$ cat src/rtl/fact_accel.sv
// fact_accel: memory-mapped iterative factorial unit, one multiply step per clock.
// Define FACT_ACCEL_IRQ_EN to add the irq output and the status irq_pending bit.
module fact_accel #(
  parameter int WIDTH   = 32,
  parameter int N_WIDTH = 4,
  parameter int MAX_N   = 12
) (
  input  logic             clk,
  input  logic             rst_n,
  input  logic             we,
  input  logic [1:0]       a,
  input  logic [WIDTH-1:0] wd,
`ifdef FACT_ACCEL_IRQ_EN
  output logic             irq,
`endif
  output logic [WIDTH-1:0] rd
);

  typedef enum logic [1:0] {
    IDLE,
    BUSY,
    DONE
  } state_t;

  localparam logic [1:0] A_N   = 2'b00;
  localparam logic [1:0] A_GO  = 2'b01;
  localparam logic [1:0] A_ST  = 2'b10;
  localparam logic [1:0] A_RES = 2'b11;

  localparam logic [N_WIDTH-1:0] MAX_N_W = N_WIDTH'(MAX_N);
  localparam logic [N_WIDTH-1:0] ONE_N   = N_WIDTH'(1);
  localparam int                 PW      = WIDTH + N_WIDTH;

  state_t             state;
  state_t             state_nxt;
  logic [N_WIDTH-1:0] n_reg;
  logic [N_WIDTH-1:0] n_nxt;
  logic [N_WIDTH-1:0] cnt;
  logic [N_WIDTH-1:0] cnt_nxt;
  logic [WIDTH-1:0]   result;
  logic [WIDTH-1:0]   result_nxt;
  logic               done;
  logic               done_nxt;
  logic               err;
  logic               err_nxt;
  logic               busy;
  logic               wr_n;
  logic               wr_go;
  logic               set_done;
  logic [PW-1:0]      prod;
  logic [WIDTH-1:0]   status;
  logic               unused_ok;

  assign busy  = (state == BUSY);
  assign wr_n  = we && (a == A_N) && !busy;
  assign wr_go = we && (a == A_GO) && wd[0] && !busy;

  // Narrow multiplier: cnt never exceeds N_WIDTH bits.
  assign prod = {{N_WIDTH{1'b0}}, result}
              * {{WIDTH{1'b0}}, cnt};

  always_ff @(posedge clk or negedge rst_n) begin
    if (!rst_n) begin
      state  <= IDLE;
      n_reg  <= '0;
      cnt    <= '0;
      result <= '0;
      done   <= 1'b0;
      err    <= 1'b0;
    end else begin
      state  <= state_nxt;
      n_reg  <= n_nxt;
      cnt    <= cnt_nxt;
      result <= result_nxt;
      done   <= done_nxt;
      err    <= err_nxt;
    end
  end

  always_comb begin
    state_nxt  = state;
    n_nxt      = n_reg;
    cnt_nxt    = cnt;
    result_nxt = result;
    done_nxt   = done;
    err_nxt    = err;
    set_done   = 1'b0;
    if (wr_n) begin
      n_nxt = wd[N_WIDTH-1:0];
    end
    unique case (state)
      IDLE, DONE: begin
        if (wr_go) begin
          done_nxt = 1'b0;
          err_nxt  = 1'b0;
          if (n_reg > MAX_N_W) begin
            err_nxt    = 1'b1;
            done_nxt   = 1'b1;
            set_done   = 1'b1;
            result_nxt = '0;
            state_nxt  = DONE;
          end else begin
            result_nxt = WIDTH'(1);
            cnt_nxt    = n_reg;
            state_nxt  = BUSY;
          end
        end
      end
      BUSY: begin
        if (cnt <= ONE_N) begin
          done_nxt  = 1'b1;
          set_done  = 1'b1;
          state_nxt = DONE;
        end else begin
          result_nxt = prod[WIDTH-1:0];
          cnt_nxt    = cnt - ONE_N;
        end
      end
      default: begin
        state_nxt = IDLE;
      end
    endcase
  end

`ifdef FACT_ACCEL_IRQ_EN
  logic irq_q;
  logic irq_pend;
  logic wr_st;

  assign wr_st = we && (a == A_ST);
  assign irq   = irq_q;

  // A new completion wins over a same-cycle acknowledge.
  always_ff @(posedge clk or negedge rst_n) begin
    if (!rst_n) begin
      irq_q    <= 1'b0;
      irq_pend <= 1'b0;
    end else begin
      irq_q <= set_done;
      if (set_done) begin
        irq_pend <= 1'b1;
      end else if (wr_st) begin
        irq_pend <= 1'b0;
      end
    end
  end

  assign unused_ok = ^{wd[WIDTH-1:N_WIDTH], prod[PW-1:WIDTH]};
`else
  assign unused_ok = ^{wd[WIDTH-1:N_WIDTH], prod[PW-1:WIDTH], set_done};
`endif

  always_comb begin
    status    = '0;
    status[0] = done;
    status[1] = err;
    status[2] = busy;
`ifdef FACT_ACCEL_IRQ_EN
    status[3] = irq_pend;
`endif
  end

  always_comb begin
    rd = '0;
    unique case (a)
      A_N:     rd = {{(WIDTH-N_WIDTH){1'b0}}, n_reg};
      A_GO:    rd = '0;
      A_ST:    rd = status;
      A_RES:   rd = result;
      default: rd = '0;
    endcase
  end

endmodule

$ cat config.mk
export PLATFORM = sky130hd
export DESIGN_NAME = fact_accel
export DESIGN_NICKNAME = d
export VERILOG_FILES = /design/src/rtl/fact_accel.sv
export SDC_FILE = /design/constraint.sdc
export NUM_CORES = 1
export LEC_CHECK = 0
export CAP_MARGIN = 20
export CELL_PAD_IN_SITES_DETAIL_PLACEMENT = 1
export CELL_PAD_IN_SITES_GLOBAL_PLACEMENT = 2
export CORE_MARGIN = 2
export CORE_UTILIZATION = 35
export CTS_CLUSTER_SIZE = 10
export DETAILED_ROUTE_END_ITERATION = 12
export PLACE_DENSITY = 0.95
export SETUP_SLACK_MARGIN = 0.15
export SLEW_MARGIN = 20
export SYNTH_ARGS = -nofsm -noshare
export SYNTH_HDL_FRONTEND = slang
export SYNTH_SLANG_ARGS = --single-unit
export TNS_END_PERCENT = 10
$ cat constraint.sdc
create_clock -name clk -period 4.4 [get_ports clk]
set_input_delay 0.88 -clock clk [delete_from_list [all_inputs] [get_ports clk]]
set_output_delay 0.88 -clock clk [all_outputs]
set_load 0.01 [all_outputs]
==> impl_metrics.env <==
export IMPL_power_leakage_nw=3.41
export IMPL_setup_viol=0
export IMPL_grt_pass1_vias=5468
export IMPL_hold_viol=0
export IMPL_synth_edf_count=0
export IMPL_rsz0062_at_grt="yes"
export IMPL_path_cells="and2_1 -> fa_1 -> inv_1 -> fa_1 -> inv_1 -> ha_1 -> a21o_1 -> a221o_2 -> a31oi_2 -> o211ai_2 -> a31oi_1 -> xor2_1 -> o21ai_0"
export IMPL_vias=5094
export IMPL_power_density_nw_per_um2=469
export IMPL_drt_first_iter_violations=206
export IMPL_viasPerCell=5.21
export IMPL_hp_class="reg2reg"
export IMPL_antenna_found_initial=0
export IMPL_firstDrtPassIters=4
export IMPL_irDropWorstVdd_v=0.000222
export IMPL_io_buffer_count=40
export IMPL_clock_path_buffers=2
export IMPL_power_mw=3.20
export IMPL_yosysWarningCount=0
export IMPL_start_util=0.359
export IMPL_place_congestion=0.845
export IMPL_finalMaxSlewViolations=0
export IMPL_largest_reg_flops=32
export IMPL_core_area_um2=16600
export IMPL_wl_mm=16.8
export IMPL_yosysSeqAreaShare=0.185
export IMPL_nFillCells=1991
export IMPL_critPathMaxStageDelay_ns=0.55
export IMPL_grt_ovfl_total=0
export IMPL_cp_arrival_ns=4.32
export IMPL_cts_buffers=5
export IMPL_detail_route_wl_per_cell_um=17.1
export IMPL_avgSynthCellArea_um2=8.20
export IMPL_crit_path_top_delay_cell="fa_1"
export IMPL_post_place_ws_ns=0.0549
export IMPL_synthFlopType="dfrtp_1"
export IMPL_io_pins=69
export IMPL_async_flop_share=1.00
export IMPL_fin_ws_ns=0.243
export IMPL_ys_types=61
export IMPL_r2r_slack_ns=0.24
export IMPL_crit_path_end_kind="flop"
export IMPL_ant_nets=0
export IMPL_cts_tree="yes"
export IMPL_die_h_um=134
export IMPL_layout_drive_gt1_share=0.0792
export IMPL_diodes=0
export IMPL_fin_hold_ws_ns=0.517
export IMPL_tns_ns=0
export IMPL_die_area_um2=18100
export IMPL_period_needed_ns=4.16
export IMPL_worstPathBufferInverterCount=2
export IMPL_critPathMaxFanout=12
export IMPL_cts_root_buffer="clkbuf_16"
export IMPL_clk_pin_slew_ns=0.07
export IMPL_finalNonFillerCells=978
export IMPL_cts_htree_levels=2
export IMPL_fin_crit_sh=0.945
export IMPL_startpoint_type="flop"
export IMPL_skew_ns=0.00509
export IMPL_synth_area_um2=5960
export IMPL_final_nets=885
export IMPL_grt_usage=0.194
export IMPL_area_growth_pct=14.5
export IMPL_syn_nets=854
export IMPL_place_hpwl_mm=13.0
export IMPL_grt_pass1_wl_mm=28.2
export IMPL_dpl_cell_count=970
export IMPL_status="completed"
export IMPL_slew_headroom=0.393
export IMPL_fmax_mhz=241
export IMPL_die_w_um=134
export IMPL_clock_latency_ns=0.30
export IMPL_grt_start_max_net_pins=45
export IMPL_cts_hold_buf=0
export IMPL_numClockSinks=44
export IMPL_cap_violations=0
export IMPL_synth_cells=726
export IMPL_worst_endpoint_required_ns=4.56
export IMPL_drc=0
export IMPL_worstSetupPathType="reg2reg"
export IMPL_ys_ff_latch=44
export IMPL_worstMarginPinSlew_ns=0.909
export IMPL_path_delay_family="compound AO/OA/AOI/OAI gates"
export IMPL_rows=47
-- synthesized netlist by cell type, types with 4 or more instances --
| cell | number | share of area |
|---|---|---|
| xnor2_1 | 12 | 0.018 |
| dfrtp_1 | 44 | 0.18 |
| nor3_1 | 6 | 0.0050 |
| o21ai_0 | 40 | 0.034 |
| o211ai_1 | 4 | 0.0050 |
| nand4_1 | 7 | 0.0074 |
| and2_1 | 87 | 0.091 |
| a21oi_1 | 33 | 0.028 |
| xor2_1 | 16 | 0.024 |
| a21o_1 | 12 | 0.015 |
| ha_1 | 34 | 0.071 |
| inv_1 | 112 | 0.071 |
| nor2b_1 | 4 | 0.0042 |
| o21bai_1 | 4 | 0.0050 |
| o31ai_1 | 4 | 0.0050 |
| fa_1 | 57 | 0.19 |
| mux2_2 | 6 | 0.011 |
| clkbuf_1 | 31 | 0.020 |
| nand2_1 | 79 | 0.050 |
| a31oi_1 | 4 | 0.0042 |
| and3_1 | 33 | 0.035 |
| nand3_1 | 7 | 0.0059 |
| a22o_1 | 8 | 0.012 |
| nor2_1 | 24 | 0.015 |
-- layout by cell type, fill, tap and decap left out, types with 7 or more instances in the layout --
master           Yosys  layout
a21o_1              12      12
a21oi_1             33      33
a22o_1               8       8
and2_1              87      87
and3_1              33      33
buf_4                0      19
clkdlybuf4s50_1      0      39
dfrtp_1             44      41
fa_1                57      57
ha_1                34      34
inv_1              112     112
nand2_1             79      79
nand3_1              7       7
nand4_1              7       7
nor2_1              24      23
o21ai_0             40      39
xnor2_1             12      12
xor2_1              16      16
-- final cells by class --
type | instances | area, um^2 | share of cell area
Multi-Input combinational cell | 533 | 4270 | 0.626
Sequential cell | 44 | 1100 | 0.162
Timing Repair Buffer | 61 | 578 | 0.0848
Inverter | 112 | 420 | 0.0617
Tap cell | 220 | 275 | 0.0404
Clock buffer | 5 | 125 | 0.0183
Clock inverter | 3 | 46.3 | 0.00679
-- where the power goes --
| group | switching (mW) | internal [mW] | leakage (nW) | total [mW] |
|---|---|---|---|---|
| clock network | 0.186 | 0.271 | 0.0804 | 0.457 |
| logic | 1.08 | 0.765 | 2.75 | 1.84 |
| registers | 0.324 | 0.573 | 0.582 | 0.897 |
-- through the flow --
stage | utilization | area (um^2)
after floorplan | - | 5960
after global placement | 0.400 | 6630
after detailed placement | 0.400 | 6630
after CTS | 0.410 | 6810
after global routing | 0.411 | 6820
final | 0.411 | 6820
-- worst register-to-register path, cell delays in order (launching register included) --
cell and delay [ns]:
dfrtp_2 0.51, and2_1 0.20, fa_1 0.53, inv_1 0.06, fa_1 0.55, inv_1 0.06
ha_1 0.37, a21o_1 0.20, a221o_2 0.46, a31oi_2 0.37, o211ai_2 0.24, a31oi_1 0.26
xor2_1 0.16, o21ai_0 0.08
-- layer usage --
metal  GRT usage  share of wire  up-vias
li1            -              -     2432
met1       0.260           0.47     2574
met2       0.341           0.49       68
met3      0.0151          0.020       20
met4      0.0439          0.017        0
met5           0              0        -
-- what timing repair did --
item	CTS	global route
setup buffers	0	0
resized for setup	3	3
endpoints found under the hold margin	0	0
setup endpoints to repair	4	11
-- cells by family after synthesis --
group | synth area share
flops | 0.185
xor+xnor | 0.0412
mux | 0.0132
compound gates | 0.161
simple gates | 0.235
fa+ha+maj | 0.263
buf+inv | 0.102
-- worst paths after layout --
| kind | start | endpoint | cells past startpoint |
|---|---|---|---|
| min in group asynchronous | rst_n | done$_DFFE_PN0P_ | 2 |
| max in group asynchronous | rst_n | cnt[2]$_DFFE_PN0P_ | 2 |
| worst max register to register | cnt[3]$_DFFE_PN0P_ | result[26]$_DFFE_PN0P_ | 13 |
| worst min-delay path | result[31]$_DFFE_PN0P_ | result[31]$_DFFE_PN0P_ | 2 |
| worst min register to register | result[31]$_DFFE_PN0P_ | result[31]$_DFFE_PN0P_ | 2 |
| worst max-delay path | cnt[3]$_DFFE_PN0P_ | result[26]$_DFFE_PN0P_ | 13 |
(Power assumes the default switching activity.)
